`config.mk`:
```
export PLATFORM = sky130hd
export DESIGN_NAME = word_unpacker
export DESIGN_NICKNAME = d
export VERILOG_FILES = /design/src/rtl/word_unpacker.sv
export SDC_FILE = /design/constraint.sdc
export NUM_CORES = 1
export LEC_CHECK = 0
export CAP_MARGIN = 30
export CORE_MARGIN = 1
export CORE_UTILIZATION = 49
export DETAILED_ROUTE_END_ITERATION = 10
export PLACE_DENSITY = 0.79
export SKIP_CTS_REPAIR_TIMING = 1
export SYNTH_ARGS = -nofsm -noshare
export SYNTH_HDL_FRONTEND = slang
export SYNTH_SLANG_ARGS = --single-unit
```
`constraint.sdc`:
```
create_clock -name clk -period 2.1 [get_ports clk]
set_clock_uncertainty 0.05 [all_clocks]
set_input_delay 0.525 -clock clk [delete_from_list [all_inputs] [get_ports clk]]
set_output_delay 0.525 -clock clk [all_outputs]
set_load 0.03 [all_outputs]
```
`src/rtl/word_unpacker.sv`:
```
// word_unpacker: wide-to-narrow serializer. Takes one DATA_DW-bit word per
// s_valid/s_ready handshake and emits it as OUT_DW-bit beats, LS beat first,
// on an m_valid/m_ready interface. A new word can be taken in the same cycle
// the last beat of the current word transfers, so streaming has no bubbles.
module word_unpacker #(
  parameter  int DATA_DW = 32,
  parameter  int OUT_DW  = 8,
  localparam int N       = DATA_DW / OUT_DW,
  localparam int CNT_W   = ($clog2(N + 1) < 1) ? 1 : $clog2(N + 1)
) (
  input  logic               clk,
  input  logic               rst_n,
  input  logic               s_valid,
  output logic               s_ready,
  input  logic [DATA_DW-1:0] s_data,
  input  logic [CNT_W-1:0]   s_len,
  output logic               m_valid,
  input  logic               m_ready,
  output logic [OUT_DW-1:0]  m_data,
  output logic               m_last,
  output logic               busy
);

  // A word must split into a whole number of beats.
  if ((DATA_DW % OUT_DW) != 0) begin : g_bad_width
    $error("word_unpacker: DATA_DW must be an integer multiple of OUT_DW");
  end

  typedef enum logic {IDLE = 1'b0, SHIFT = 1'b1} state_e;

  localparam logic [CNT_W-1:0] N_CNT   = CNT_W'(N);
  localparam logic [CNT_W-1:0] ONE_CNT = CNT_W'(1);

  state_e             state_q, state_d;
  logic [DATA_DW-1:0] sreg_q, sreg_d;
  logic [CNT_W-1:0]   cnt_q, cnt_d;

  logic             beat_xfer;
  logic             word_acc;
  logic [CNT_W-1:0] len_clamped;

  // Outputs come straight from state; m_data is always the low beat of the
  // shift register, so it stays stable while stalled.
  always_comb begin
    m_valid     = (state_q == SHIFT);
    m_last      = (state_q == SHIFT) && (cnt_q == ONE_CNT);
    m_data      = sreg_q[OUT_DW-1:0];
    busy        = (state_q == SHIFT);
    beat_xfer   = m_valid & m_ready;
    // Accept when empty, or when the final beat leaves this cycle.
    s_ready     = (state_q == IDLE) | (beat_xfer & m_last);
    word_acc    = s_valid & s_ready;
    // Zero or out-of-range lengths mean "emit the whole word".
    len_clamped = ((s_len == '0) || (s_len > N_CNT)) ? N_CNT : s_len;
  end

  // Next-state: shift on beat transfer, load on word accept (load wins so a
  // word arriving with the final beat replaces the drained register).
  always_comb begin
    state_d = state_q;
    sreg_d  = sreg_q;
    cnt_d   = cnt_q;
    if (beat_xfer) begin
      sreg_d = sreg_q >> OUT_DW;
      cnt_d  = cnt_q - ONE_CNT;
      if (m_last) state_d = IDLE;
    end
    if (word_acc) begin
      sreg_d  = s_data;
      cnt_d   = len_clamped;
      state_d = SHIFT;
    end
  end

  // State registers; reset drops any partially emitted word.
  always_ff @(posedge clk or negedge rst_n) begin
    if (!rst_n) begin
      state_q <= IDLE;
      sreg_q  <= '0;
      cnt_q   <= '0;
    end else begin
      state_q <= state_d;
      sreg_q  <= sreg_d;
      cnt_q   <= cnt_d;
    end
  end

endmodule

```
==> results of run 1 <==
where the power goes:
group	total, W	internal [W]	switching [W]
clock network	0.000498	0.000267	0.000231
registers	0.00114	0.000971	0.000170
logic	0.00125	0.000597	0.000653
total	0.00289	0.00184	0.00105
routing by layer:
layer / up-vias / part of all wire (%) / routed length (microns) / track usage [%]
met5: - / 0 / 0 / 0
met4: 0 / 0.54 / 21 / 3.26
met3: 5 / 5.9 / 230 / 6.21
met2: 48 / 46 / 1800 / 32.4
met1: 739 / 47 / 1860 / 28.3
li1: 770 / - / - / -
cells in the final DEF, fill, tap and decap left out, types with 3 or more instances in the layout:
master / synthesis / routed
buf_4: 10 / 13
ha_1: 3 / 3
a22o_1: 8 / 8
o211ai_1: 4 / 4
dfrtp_1: 36 / 36
clkbuf_8: 0 / 6
clkdlybuf4s50_1: 0 / 45
o211ai_2: 20 / 20
nand2_1: 27 / 27
nand4_1: 24 / 24
inv_1: 27 / 27
path summary, 6_finish.rpt:
kind,from,cells after the start,end,slack [ns]
setup / recovery,cnt_q[0],4,s_ready,0.16
hold / removal,rst_n,1,cnt_q[0],0.27
setup reg to reg,cnt_q[0],5,sreg_q[14],0.48
hold reg to reg,sreg_q[10],2,sreg_q[10],0.44
max in group asynchronous,rst_n,1,sreg_q[7],1.22
min in group clk,sreg_q[10],2,sreg_q[10],0.44
critical path, stage by stage, from the launching register on:
cell and delay, ns:
dfrtp_1 0.43, ha_1 0.30, nand3b_1 0.11, nand2_1 0.07, buf_4 0.18
area by class of cell:
class / count / area [sq um] / share of cell area, %
Clock buffer: 8 / 90.1 / 3.47
Multi-Input combinational cell: 110 / 851 / 32.8
Timing Repair Buffer: 61 / 593 / 22.8
Inverter: 27 / 101 / 3.90
Sequential cell: 36 / 901 / 34.7
Tap cell: 48 / 60.1 / 2.31
metrics by stage:
stage	total power [W]	util [%]	cell area (sq um)	setup slack (ns)
2_1_floorplan	0.00207	-	1990	0.309
3_3_place_gp	0.00238	66.5	2510	0.0512
3_5_place_dp	0.00241	66.5	2510	0.00702
4_1_cts	0.00291	68.8	2600	0.151
5_1_grt	0.00309	68.8	2600	0.0727
6_report	0.00289	68.8	2600	0.161
flip-flops by register name, summed over array words and instances (netlist names):
signal / flops
sreg_q: 32
busy: 1
cnt_q: 3
kinds of logic after synthesis:
family,count (synthesis),share of synthesized area (%)
adders and majority gates,3,1.88
muxes,2,1.26
and+or+nand+nor,65,18.5
DFF,36,45.2
buffers and inverters,49,12.6
AOI/OAI and AO/OA,40,20.7
==> metrics.csv, run 1 <==
stage,metric,value,unit
clock_network,ctsLongestPathBuffers,2,
pwr,ir_worst_vdd,714,uV
detailed_routing,dr.first_iter.drc_count,105,
clock_network,htreeDepth,2,
synth,ys_seq_elements,36,
detailed_routing,vias,1562,
clock_network,cts_made_buffers,5,
grt,grt_pass1_vias,1470,
die,std_cell_rows,22,
placement,place_congestion,0.724,
sta,max_freq,0.516,GHz
sta,min_period_over_period,92.3,%
pwr,leakage,1.26,nW
synth,synth_common_cells,"dfrtp_1 (36), inv_1 (27), nand2_1 (27), nand4_1 (24), o211ai_2 (20)",
die,die_area,0.00433,sq mm
final_layout,drive_gt1_share,20.7,%
synth,yosysWarnings,0,
final_layout,antenna_cells,0,
grt,antenna_found_initial,0,
detailed_routing,wire_per_inst,13.5,microns
synth,synthArstFlopShare,100,%
synth,avgSynthCellArea,10.2,sq um
synth,ys_seq_area_share,45.2,%
die,dieHeight,65.8,microns
detailed_routing,routed_wirelength,3.91,mm
synth,synthCells,195,
sta,worst_pin_slew,0.798,ns
final_layout,num-nets-final,283,
clock_network,cts_tree,built,
clock_network,clkLatencyLatePin,0.28,ns
pwr,p_per_area,1110,mW/mm^2
final_layout,instances_no_fill,290,
sta,slew_violations,0,
detailed_routing,drc,0,
grt,grt_max_degree,37,
sta,relSlewSlack,46.8,%
die,ios,51,
sta,min_period,1.94,ns
sta,hold_viol,0,
detailed_routing,drt.antenna.violating_nets,0,
synth,synth_top_cell_by_area,dfrtp_1,
clock_network,clk_pin_slew_worst_paths,0.07,ns
run,drv_cap,0,
clock_network,cts.sinks,36,
die,die_x,65.8,microns
sta,setup_viol,0,
clock_network,cts_root_buf,clkbuf_8,
outcome,status,finished clean,
grt,grt_pass1_wl,6.70,mm
sta,fin_tns_setup,0,ns
grt,grt_overflow,0,
synth,yosys-top-cells-area,"dfrtp_1 (45%), o211ai_2 (13%), nand4_1 (7.5%)",
sta,grt_setup_unrepaired,no,
placement,hpwl,2.84,mm
worst_setup_path,required,1.52,ns
final_layout,area.growth.synth_to_final,30.3,%
worst_setup_path,cp-end-kind,primary output,
detailed_routing,dr.pass1.iters,4,
synth,synth_ff_type,dfrtp_1,
placement,portBuffers,50,
synth,syn_area,0.00199,sq mm
die,core,0.00377,sq mm
synth,synth_top_area_share,45.2,%
placement,dp_cells,282,
worst_setup_path,path_max_fanout,5,
die,initial_core_util,52.9,%
detailed_routing,via_per_inst,5.39,
synth,synthMostInstantiatedCell,dfrtp_1,
synth,synth_enable_flop_cells,0,
worst_setup_path,cp.arrival,1.36,ns
synth,synth_cell_types,33,
final_layout,fillerInstances,296,
synth,syn-num-nets,237,
worst_hold_path,hold_path.class,input port to asynchronous set/reset pin,
sta,hold_slack,0.271,ns
worst_setup_path,crit_type,flop to primary output,
grt,track_usage,20.6,%
worst_setup_path,start_kind,flop,
Power figures use the tool's default switching activity.
==> run 2: changes to the inputs <==
- CORE_UTILIZATION: 49 -> 50
- CTS_BUF_LIST: not set -> sky130_fd_sc_hd__clkbuf_8
- PLACE_DENSITY: 0.79 -> 0.8
==> run 2 against run 1 <==
  * Sequential cell count stayed put
  * Worst hold slack worse by 0.048 ns
  * Clock-buffer cell count is 3 lower
  * Total power is 1.5% lower
  * Non-clock buffer count stayed put
  * Critical path depth stayed put
  * First-iteration DRC count is 36% higher
  * Critical endpoint unchanged
==> metrics.csv, run 2 (synthesized netlist as in run 1, its figures left out) <==
stage,metric,value,unit,change
final_layout,final_common_cell,clkdlybuf4s50_1,,
grt,grt_max_degree,37,,unchanged
grt,grt_pass1_wl,7.02,mm,+4.9%
run,drv_cap,0,,unchanged
pwr,finalPower,0.00285,W,-1.5%
sta,fin_ws,0.136,ns,-0.0249 ns
clock_network,cts_root_buf,clkbuf_8,,
die,core,0.00374,sq mm,-0.73%
final_layout,antenna_cells,0,,unchanged
placement,hpwl,2.82,mm,-0.84%
pwr,p_int,0.00179,W,-2.6%
pwr,netSwitchingPower,0.00106,W,+0.47%
sta,slew_violations,0,,unchanged
detailed_routing,drt.antenna.violating_nets,0,,unchanged
detailed_routing,via_per_inst,5.44,,+0.92%
detailed_routing,dr.first_iter.drc_count,143,,+36%
pwr,leakage,1.27,nW,+0.70%
worst_setup_path,r2r_cells,5,,unchanged
sta,hold_viol,0,,unchanged
detailed_routing,dr.pass1.iters,4,,unchanged
final_layout,area.growth.synth_to_final,29.8,%,
final_layout,largest_reg_flops,32,,unchanged
pwr,ir_worst_vdd,586,uV,-18%
grt,track_usage,22.0,%,+1.4 points
final_layout,regMostFlops,sreg_q,,
worst_setup_path,rr_endpoint,sreg_q[13],,
worst_setup_path,start_kind,flop,,
detailed_routing,vias,1571,,+0.58%
sta,grt_setup_unrepaired,no,,
detailed_routing,wire_per_inst,13.8,microns,+2.6%
worst_setup_path,cp-end-kind,primary output,,
sta,worst_pin_slew,0.457,ns,-0.342 ns
pwr,p_comb_share,43.9,%,+0.6 points
worst_setup_path,crit_path_start,cnt_q[0],,
clock_network,ctsLongestPathBuffers,2,,unchanged
sta,fin_tns_setup,0,ns,unchanged
final_layout,drive_gt1_share,20.7,%,+0.086 points
sta,min_period,1.96,ns,+0.0249 ns
worst_setup_path,cp.arrival,1.39,ns,+0.03 ns
clock_network,cts_tree,built,,
worst_setup_path,required,1.52,ns,about the same
die,die_x,65.1,microns,-0.98%
outcome,status,finished clean,,
sta,relSlewSlack,69.6,%,+23 points
die,dieHeight,65.1,microns,-0.98%
clock_network,cts.sinks,36,,unchanged
die,die_area,0.00424,sq mm,-2.0%
worst_setup_path,worstSetupEndpoint,s_ready,,
sta,setup_viol,0,,unchanged
worst_setup_path,timing.rr.start,cnt_q[0],,
grt,grt_pass1_vias,1588,,+8.0%
final_layout,final_util,69.1,%,+0.24 points
clock_network,cts_made_buffers,5,,unchanged
detailed_routing,drc,0,,unchanged
placement,dpl_worst_slack,0.00955,ns,+0.00253 ns
worst_setup_path,ff2ff_setup_slack,0.46,ns,-0.02 ns
die,std_cell_rows,22,,unchanged
pwr,pwr-share-seq,40.5,%,+1.0 points
worst_setup_path,path_max_fanout,5,,unchanged
pwr,clockPowerShare,15.6,%,-1.7 points
die,ios,51,,unchanged
placement,portBuffers,50,,unchanged
sta,max_freq,0.509,GHz,-1.3%
placement,place_congestion,0.742,,+2.4%
pwr,p_sw_share,37.2,%,+0.73 points
final_layout,stdcell_area,0.00259,sq mm,-0.39%
clock_network,htreeDepth,2,,unchanged
clock_network,clk_pin_slew_worst_paths,0.06,ns,about the same
sta,min_period_over_period,93.5,%,+1.2 points
die,initial_core_util,53.2,%,+0.39 points
clock_network,clkLatencyLatePin,0.28,ns,about the same
final_layout,num-nets-final,283,,unchanged
worst_setup_path,crit_type,flop to primary output,,
placement,placed_area,0.00251,sq mm,unchanged
worst_hold_path,hold_path.class,input port to asynchronous set/reset pin,,
final_layout,mostFrequentLayoutCells,"clkdlybuf4s50_1 (44), dfrtp_1 (36), inv_1 (28)",,
detailed_routing,routed_wirelength,4.00,mm,+2.2%
pwr,p_per_area,1100,mW/mm^2,-1.1%
grt,grt_overflow,0,,unchanged
grt,antenna_found_initial,0,,unchanged
-- run 2: changes by cell type in the layout (fill, tap and decap cells not counted) --
cell	delta
dlymetal6s2s_1	+1
clkdlybuf4s50_1	-1
inv_1	+1
clkbuf_8	-1
clkinv_2	+1
clkbuf_1	-2
-- run 2: power groups by stage --
stage / sequential (W) / clock [W] / combinational [W]
after floorplan: 0.00111 / 0 / 0.000952
after global placement: 0.00114 / 0 / 0.00123
after detailed placement: 0.00116 / 0 / 0.00125
after CTS: 0.00115 / 0.000465 / 0.00126
after global routing: 0.00118 / 0.000494 / 0.00136
final: 0.00115 / 0.000445 / 0.00125
-- run 2: through the flow --
step	std cells	hold WS [ns]
after detailed placement	282	0.426
after CTS	289	0.232
after global placement	282	0.418
after floorplan	195	0.179
final	289	0.222
after global routing	289	0.266
-- run 2: routing by layer --
layer / GRT usage, % / routed length (microns) / part of all wire, %
met5: 0 / 0 / 0
met4: 9.78 / 33 / 0.83
met3: 4.34 / 202 / 5.1
met2: 35.2 / 1960 / 49
met1: 28.8 / 1800 / 45
-- run 2: how the worst min path moves through the flow --
stage	from	to	slack [ns]	cells past startpoint
6_report	rst_n	cnt_q[1]	0.22	2
5_1_grt	rst_n	sreg_q[31]	0.27	2
4_1_cts	rst_n	sreg_q[20]	0.23	2
3_5_place_dp	cnt_q[1]	cnt_q[1]	0.43	2
3_3_place_gp	sreg_q[5]	sreg_q[5]	0.42	2
2_1_floorplan	rst_n	busy	0.18	0
-- run 2: worst max-delay path: stages (launching register included) --
cell and delay [ns]:
dfrtp_1 0.43, ha_1 0.31, nand3b_1 0.11, nand2_1 0.07, buf_4 0.19
-- run 2: cell type report --
cell class                      count  area [sq um]
Fill cell                         316          1160
Tap cell                           48          60.1
Clock buffer                        5          68.8
Inverter                           27           101
Multi-Input combinational cell    110           851
Sequential cell                    36           901
Timing Repair Buffer               61           596
Clock inverter                      2          8.76
